$ cat src/rtl/lsu_pkg.sv
// lsu_pkg: shared types and helpers for the load/store unit.
//   lsu_state_t   - FSM state encoding
//   F3_*          - RISC-V funct3 size/sign codes for loads and stores
//   BLK_OFF_BITS  - byte offset width inside a 64-byte block
//   TAG_BITS      - line buffer tag width (address bits above the block offset)
//   size_strobe   - byte-enable pattern for an access size (before lane shift)
//   misaligned    - true when an address offset violates natural alignment
package lsu_pkg;

  typedef enum logic [1:0] {
    S_IDLE    = 2'd0,
    S_RD_WAIT = 2'd1,
    S_WR_WAIT = 2'd2,
    S_DONE    = 2'd3
  } lsu_state_t;

  localparam logic [2:0] F3_LB  = 3'b000;
  localparam logic [2:0] F3_LH  = 3'b001;
  localparam logic [2:0] F3_LW  = 3'b010;
  localparam logic [2:0] F3_LD  = 3'b011;
  localparam logic [2:0] F3_LBU = 3'b100;
  localparam logic [2:0] F3_LHU = 3'b101;
  localparam logic [2:0] F3_LWU = 3'b110;

  localparam logic [2:0] F3_SB  = 3'b000;
  localparam logic [2:0] F3_SH  = 3'b001;
  localparam logic [2:0] F3_SW  = 3'b010;
  localparam logic [2:0] F3_SD  = 3'b011;

  localparam int BLK_OFF_BITS = 6;
  localparam int TAG_BITS     = 58;

  function automatic logic [7:0] size_strobe(input logic [1:0] size);
    logic [7:0] s;
    case (size)
      2'd0:    s = 8'h01;
      2'd1:    s = 8'h03;
      2'd2:    s = 8'h0F;
      default: s = 8'hFF;
    endcase
    return s;
  endfunction

  function automatic logic misaligned(input logic [1:0] size, input logic [2:0] off);
    logic m;
    case (size)
      2'd0:    m = 1'b0;
      2'd1:    m = off[0];
      2'd2:    m = |off[1:0];
      default: m = |off;
    endcase
    return m;
  endfunction

endpackage

$ cat src/rtl/lsu_load_align.sv
// lsu_load_align: combinational load extraction from a 512-bit block.
//   block  - 64-byte memory block
//   off    - byte offset of the access inside the block
//   funct3 - load size/sign code
//   data   - selected, right-aligned and extended 64-bit load value
// The dword is chosen by off[5:3] and shifted down by off[2:0] bytes; an
// illegal funct3 yields zero (the top never uses it for an illegal load).
module lsu_load_align
  import lsu_pkg::*;
(
  input  logic [511:0] block,
  input  logic [5:0]   off,
  input  logic [2:0]   funct3,
  output logic [63:0]  data
);

  logic [63:0] dword;
  logic [63:0] shifted;

  always_comb begin
    dword   = block[{off[5:3], 6'b000000} +: 64];
    shifted = dword >> {off[2:0], 3'b000};
    data    = '0;
    case (funct3)
      F3_LB:   data = {{56{shifted[7]}},  shifted[7:0]};
      F3_LH:   data = {{48{shifted[15]}}, shifted[15:0]};
      F3_LW:   data = {{32{shifted[31]}}, shifted[31:0]};
      F3_LD:   data = shifted;
      F3_LBU:  data = {56'd0, shifted[7:0]};
      F3_LHU:  data = {48'd0, shifted[15:0]};
      F3_LWU:  data = {32'd0, shifted[31:0]};
      default: data = '0;
    endcase
  end

endmodule

$ cat src/rtl/lsu.sv
// lsu: memory-stage load/store unit with a one-entry 64-byte line buffer.
//   clk, reset                 - clock, asynchronous active-high reset
//   in_valid/in_ready          - operation handshake (ready only in IDLE)
//   in_is_store, in_funct3     - operation kind and size/sign code
//   in_addr, in_wdata, in_rd   - effective address, store data, load destination
//   flush                      - invalidate the line buffer
//   out_valid/out_we/out_rd/out_data/out_err - one-cycle completion to wb
//   mem_req/mem_wr_en/mem_addr/mem_wdata/mem_wstrb - request to memory controller
//   mem_data_in/mem_data_valid - read block and completion acknowledge
//
// state     | meaning
// S_IDLE    | ready to accept an operation
// S_RD_WAIT | load miss, block read outstanding
// S_WR_WAIT | write-through store outstanding
// S_DONE    | out_valid pulse to wb
module lsu
  import lsu_pkg::*;
#(
  parameter int WORDSZ  = 64,
  parameter int BLOCKSZ = 512,
  parameter int REGSZ   = 5
) (
  input  logic               clk,
  input  logic               reset,
  input  logic               in_valid,
  output logic               in_ready,
  input  logic               in_is_store,
  input  logic [2:0]         in_funct3,
  input  logic [WORDSZ-1:0]  in_addr,
  input  logic [WORDSZ-1:0]  in_wdata,
  input  logic [REGSZ-1:0]   in_rd,
  input  logic               flush,
  output logic               out_valid,
  output logic               out_we,
  output logic [REGSZ-1:0]   out_rd,
  output logic [WORDSZ-1:0]  out_data,
  output logic               out_err,
  output logic               mem_req,
  output logic               mem_wr_en,
  output logic [WORDSZ-1:0]  mem_addr,
  output logic [WORDSZ-1:0]  mem_wdata,
  output logic [7:0]         mem_wstrb,
  input  logic [BLOCKSZ-1:0] mem_data_in,
  input  logic               mem_data_valid
);

  lsu_state_t state, state_nxt;

  logic [WORDSZ-1:0]   lat_addr;
  logic [2:0]          lat_funct3;

  logic [BLOCKSZ-1:0]  buf_data;
  logic [TAG_BITS-1:0] buf_tag;
  logic                buf_valid;

  logic                accept;
  logic                acc_err;
  logic                buf_hit;
  logic                ld_hit;
  logic                fill;
  logic                mem_done;
  logic [7:0]          st_strb;
  logic [WORDSZ-1:0]   st_wdata;

  logic [BLOCKSZ-1:0]  align_block;
  logic [5:0]          align_off;
  logic [2:0]          align_funct3;
  logic [WORDSZ-1:0]   align_data;

  // Held low while reset is asserted so nothing is offered during reset.
  assign in_ready = (state == S_IDLE) && !reset;
  assign accept   = in_valid && in_ready;

  assign acc_err  = in_is_store ? (in_funct3[2] || misaligned(in_funct3[1:0], in_addr[2:0]))
                                : ((in_funct3 == 3'b111) || misaligned(in_funct3[1:0], in_addr[2:0]));
  assign buf_hit  = buf_valid && (buf_tag == in_addr[WORDSZ-1:BLK_OFF_BITS]);
  // A flush in the accept cycle wins over the stale buffer contents.
  assign ld_hit   = buf_hit && !flush;

  assign st_strb  = size_strobe(in_funct3[1:0]) << in_addr[2:0];
  assign st_wdata = in_wdata << {in_addr[2:0], 3'b000};

  assign mem_done = ((state == S_RD_WAIT) || (state == S_WR_WAIT)) && mem_data_valid;
  assign fill     = (state == S_RD_WAIT) && mem_data_valid;

  // One extractor serves both paths: buffer hit at accept, or the arriving block on fill.
  always_comb begin
    align_block  = buf_data;
    align_off    = in_addr[5:0];
    align_funct3 = in_funct3;
    if (state == S_RD_WAIT) begin
      align_block  = mem_data_in;
      align_off    = lat_addr[5:0];
      align_funct3 = lat_funct3;
    end
  end

  lsu_load_align u_align (
    .block  (align_block),
    .off    (align_off),
    .funct3 (align_funct3),
    .data   (align_data)
  );

  always_ff @(posedge clk or posedge reset) begin
    if (reset) state <= S_IDLE;
    else       state <= state_nxt;
  end

  always_comb begin
    state_nxt = state;
    case (state)
      S_IDLE: begin
        if (accept) begin
          if (acc_err)          state_nxt = S_DONE;
          else if (in_is_store) state_nxt = S_WR_WAIT;
          else if (ld_hit)      state_nxt = S_DONE;
          else                  state_nxt = S_RD_WAIT;
        end
      end
      S_RD_WAIT: if (mem_data_valid) state_nxt = S_DONE;
      S_WR_WAIT: if (mem_data_valid) state_nxt = S_DONE;
      S_DONE:    state_nxt = S_IDLE;
      default:   state_nxt = S_IDLE;
    endcase
  end

  always_ff @(posedge clk or posedge reset) begin
    if (reset) begin
      lat_addr   <= '0;
      lat_funct3 <= '0;
      out_valid  <= 1'b0;
      out_we     <= 1'b0;
      out_rd     <= '0;
      out_data   <= '0;
      out_err    <= 1'b0;
      mem_req    <= 1'b0;
      mem_wr_en  <= 1'b0;
      mem_addr   <= '0;
      mem_wdata  <= '0;
      mem_wstrb  <= '0;
    end else begin
      out_valid <= 1'b0;
      out_we    <= 1'b0;
      out_err   <= 1'b0;
      if (accept) begin
        lat_addr   <= in_addr;
        lat_funct3 <= in_funct3;
        out_rd     <= in_rd;
        if (acc_err) begin
          out_valid <= 1'b1;
          out_err   <= 1'b1;
          out_data  <= '0;
        end else if (in_is_store) begin
          mem_req   <= 1'b1;
          mem_wr_en <= 1'b1;
          mem_addr  <= {in_addr[WORDSZ-1:3], 3'b000};
          mem_wdata <= st_wdata;
          mem_wstrb <= st_strb;
        end else if (ld_hit) begin
          out_valid <= 1'b1;
          out_we    <= 1'b1;
          out_data  <= align_data;
        end else begin
          mem_req   <= 1'b1;
          mem_wr_en <= 1'b0;
          mem_addr  <= {in_addr[WORDSZ-1:BLK_OFF_BITS], {BLK_OFF_BITS{1'b0}}};
        end
      end
      if (mem_done) begin
        mem_req   <= 1'b0;
        mem_wr_en <= 1'b0;
        out_valid <= 1'b1;
        if (state == S_RD_WAIT) begin
          out_we   <= 1'b1;
          out_data <= align_data;
        end
      end
    end
  end

  // Line buffer. Fill is ordered after flush so a completing read leaves it valid.
  always_ff @(posedge clk or posedge reset) begin
    if (reset) begin
      buf_valid <= 1'b0;
      buf_tag   <= '0;
      buf_data  <= '0;
    end else begin
      if (flush) buf_valid <= 1'b0;
      if (fill) begin
        buf_valid <= 1'b1;
        buf_tag   <= lat_addr[WORDSZ-1:BLK_OFF_BITS];
        buf_data  <= mem_data_in;
      end
      // Write-through store into a buffered block keeps the buffer coherent.
      if (accept && in_is_store && !acc_err && buf_hit) begin
        for (int i = 0; i < 8; i++) begin
          if (st_strb[i])
            buf_data[{in_addr[5:3], 6'b000000} + i*8 +: 8] <= st_wdata[i*8 +: 8];
        end
      end
    end
  end

endmodule
$ cat config.mk
export PLATFORM = sky130hd
export DESIGN_NAME = lsu
export DESIGN_NICKNAME = d
export VERILOG_FILES = /design/src/rtl/lsu_pkg.sv /design/src/rtl/lsu_load_align.sv /design/src/rtl/lsu.sv
export SDC_FILE = /design/constraint.sdc
export NUM_CORES = 2
export LEC_CHECK = 0
export ABC_AREA = 1
export CORE_MARGIN = 2
export CORE_UTILIZATION = 35
export DETAILED_ROUTE_END_ITERATION = 10
export PLACE_DENSITY = 0.65
export SLEW_MARGIN = 20
export SYNTH_ARGS = -nofsm -noshare
export SYNTH_HDL_FRONTEND = slang
export SYNTH_SLANG_ARGS = --single-unit
$ cat constraint.sdc
create_clock -name clk -period 46.4 [get_ports clk]
set_clock_uncertainty 0.2 [all_clocks]
set_input_delay 13.92 -clock clk [delete_from_list [all_inputs] [get_ports clk]]
set_output_delay 13.92 -clock clk [all_outputs]
set_load 0.01 [all_outputs]
==> results.rst <==
.. list-table::
   :header-rows: 1

   * - Metric
     - Value
   * - Most frequent standard cell in the layout excluding fill and tap cells
     - nand2_1
   * - Cell row count
     - between 100 and 150
   * - Worst-path maximum fanout
     - 2
   * - Max-slew violation total from the final report
     - 0
   * - Normalized max-slew margin
     - a little under a fifth
   * - Final hold violation count
     - 0
   * - Core region area
     - 154000 µm²
   * - Fraction of layout instances using a drive strength above 1
     - 4.90%
   * - Final-report setup violation count
     - 0
   * - Kind of cell adding the most delay to the critical path
     - buffers and inverters
   * - Maximum number of pins on one net before global-route repair
     - around 260
   * - Sum of internal, switching and leakage power
     - between 4000 and 5000 µW
   * - Launch point of the critical path
     - reset
   * - Die Outline Area
     - between 150000 and 200000 µm²
   * - Routed met1 length
     - ~110000 µm
   * - Maximum level of the CTS H-tree
     - 3
   * - Fmax
     - 34.1 MHz
   * - First-pass GRT wire length
     - approximately 400000 µm
   * - Total global routing track utilization
     - 34.6%
   * - Buffer type at the clock tree root
     - clkbuf_16
   * - Highest-count cells in the layout ignoring fill and taps
     - nand2_1 (2478), o21ai_0 (1180), clkdlybuf4s50_1 (855)
   * - Area of all placed cells without fillers
     - ~68000 µm²
   * - Placed cell areas
     - 64000 µm²
   * - Routed wire length per instance
     - 26.3 µm
   * - Via count of the first global-routing pass
     - roughly 55000
   * - Critical Path Slowest Stage Cell
     - clkdlybuf4s50_1
   * - Synthesis Warnings
     - 0
   * - Detailed-router iteration count before antenna repair
     - 7
   * - CTS buffer count
     - ~110
   * - Uppermost metal layer occupied by signal nets
     - met5
   * - Post-DP HPWL
     - slightly above 200000 µm
   * - Non-filler instance count after layout
     - around 11000
   * - Setup TNS
     - 0 ps
   * - Arrival time at the worst endpoint
     - around 15000 ps
   * - Average cell area after synthesis
     - approximately 6.7 µm²
   * - Placed instance count
     - between 10000 and 15000
   * - CP Data Required Time
     - 32280 ps
   * - Largest vdd supply drop
     - ~0.053 mV
   * - Cells resized by post-CTS repair
     - 0
   * - Unique cell type count in the Yosys netlist
     - 50
   * - Share of the yosys chip area belonging to registers
     - between 30% and 40%
   * - Post-CTS Setup Inserts
     - 0
   * - Sink Count
     - 847
   * - Register bit total from synthesis
     - about 850
   * - Die span in x
     - around 400 µm
   * - Pre-CTS setup slack
     - approximately 17000 ps
   * - Worst stage delay on the critical path
     - 570 ps
   * - Slew at the pin with the worst max-slew slack
     - 1220 ps
   * - Reg2Reg Launch Point
     - state[1]
   * - Setup repair after global routing missed its margin
     - no
   * - Via density per instance
     - about 5.6
   * - Startpoint of the worst hold path
     - mem_wdata[15]
   * - Share of synthesized flip-flops with an asynchronous set or reset
     - 100%
   * - Time the final worst path needs with I/O delays and setup
     - ~29000 ps
   * - DRC viols
     - 0
   * - 1st-iter DRT viols
     - between 7000 and 8000
   * - Initial core utilization
     - around a third
   * - Total of max-cap violations
     - 0
   * - Skew-Pair Late Insertion Delay
     - between 700 and 800 ps
   * - Total detailed-routing wirelength
     - ~280000 µm
   * - Number of primary I/O pins
     - between 800 and 900
   * - Final setup margin
     - ~17000 ps
   * - Routability congestion estimate
     - roughly 1
   * - Met3 WL
     - a little over 30000 µm
   * - DRT antenna net count
     - 0
   * - Areal power density over the cells
     - between 60 and 70 nW/µm²
   * - Post-synth EDFFs
     - 0
   * - Congestion Overflow GR
     - 0
   * - Clk buf depth
     - 3
   * - Synth Instances
     - approximately 8100
   * - Kind of end point of the critical path
     - primary output
   * - Port bufs
     - 861
   * - Register clock-pin slew on the reported worst setup and hold paths
     - approximately 50 ps
   * - Layout area overhead
     - 24.0%
   * - Part of the cycle the worst path needs
     - a little over three fifths
   * - Critical path cell sequence
     - clkdlybuf4s50_1 -> nor2_1 -> clkdlybuf4s50_1
   * - Height of the die
     - 399 µm
   * - # hold bufs at CTS
     - 0
   * - CTS tree
     - built
   * - Setup slack on the worst flop-to-flop path
     - about 40000 ps
   * - Crit path kind
     - in -> out
   * - Count of nets after finishing
     - just over 9000
   * - Top cell by count, worst path
     - clkdlybuf4s50_1
   * - Status
     - complete, no violations
   * - Type of origin of the critical path
     - input pin
   * - Number of vias in the routed layout
     - between 60000 and 70000
   * - Met2 wire len
     - 122000 µm
   * - Initial antenna violation count
     - slightly above 80
   * - Crit path buf inv count
     - 2
   * - Tightest Hold Check Type
     - reg -> reg
   * - Leakage
     - 0.0317 µW
   * - Main synth FF type
     - dfrtp_1
   * - Netlist area before placement
     - about 55000 µm²
==> final cells by class <==
class                   instances  area, µm²
clock buffers                 156       3060
fillers                     15800      86800
diodes                         53        133
multi-input cells            6046      28300
inverters                     672       2550
well taps                    2044       2560
repair buffers                960       9440
flip-flops and latches        847      21200
clock inverters                35        383
==> metrics by stage <==
stage	util [%]	hold slack (ps)
detailed placement	41.5	265
global placement	41.5	259
finish	43.8	279
CTS	43.7	279
global route	43.8	300
floorplan	-	242
==> sequential cells by signal (all words and copies together) (netlist names) <==
register    flops
out_we          1
mem_wstrb       8
out_data       64
lat_addr       64
out_err         1
mem_req         1
lat_funct3      3
mem_wr_en       1
out_valid       1
mem_addr       61
state           2
buf_data      512
out_rd          5
buf_valid       1
buf_tag        58
mem_wdata      64
==> cells by family after synthesis <==
kind of cell	after synthesis	synth area share (%)
simple gates	3938	29.6
xor+xnor	22	0.353
compound gates	1980	19.6
fa+ha+maj	10	0.229
other cells	1	0.00688
mux	93	1.77
flops	847	38.9
buf+inv	1254	9.61
==> synthesized netlist by cell type, drive strengths merged, types with 2 or more instances <==
cell type	instances	area share, %
o21ai	1253	12
or2	37	0.42
o31ai	2	0.028
nand4	69	0.79
nand3b	4	0.055
nor3	38	0.35
a22oi	2	0.028
clkinv	5	0.034
inv	667	4.6
a21boi	9	0.12
ha	10	0.23
nand3	629	5.8
o211ai	235	3.2
dfrtp	847	39
nand2	2500	17
clkbuf	254	1.7
a21oi	408	3.8
o22ai	16	0.18
o311ai	8	0.13
mux2i	67	1.2
o32a	2	0.037
xor2	16	0.26
xnor2	6	0.096
o21a	3	0.041
a31oi	39	0.45
mux2	26	0.54
nor4	5	0.11
a31o	2	0.032
nor2	655	4.7
buf	328	3.2
==> routing by layer <==
layer	vias to the layer above	global-route usage [%]
met1	28600	44.7
met2	3638	50.7
met4	34	24.7
li1	27700	-
met3	666	8.11
met5	-	0
==> final timing paths <==
check	endpoint	cells past startpoint
worst min register to register	mem_wdata[15]	2
worst max-delay path	in_ready	3
min in group asynchronous	mem_addr[20]	2
worst min-delay path	mem_wdata[15]	2
worst max register to register	out_data[59]	16
max in group asynchronous	buf_data[59]	6
==> report_power, final <==
part / total (µW) / switching, µW / internal (µW) / leakage [µW]
logic: 2450 / 1630 / 817 / 0.0195
clock network: 841 / 362 / 478 / 0.00170
registers: 1230 / 164 / 1070 / 0.0105
total: 4520 / 2160 / 2360 / 0.0317
==> worst min-delay path, cell delays in order, from the launching register on <==
cell and delay (ps):
dfrtp_1 340, nand2_1 50, nand2_1 50
Power figures use the tool's default switching activity.
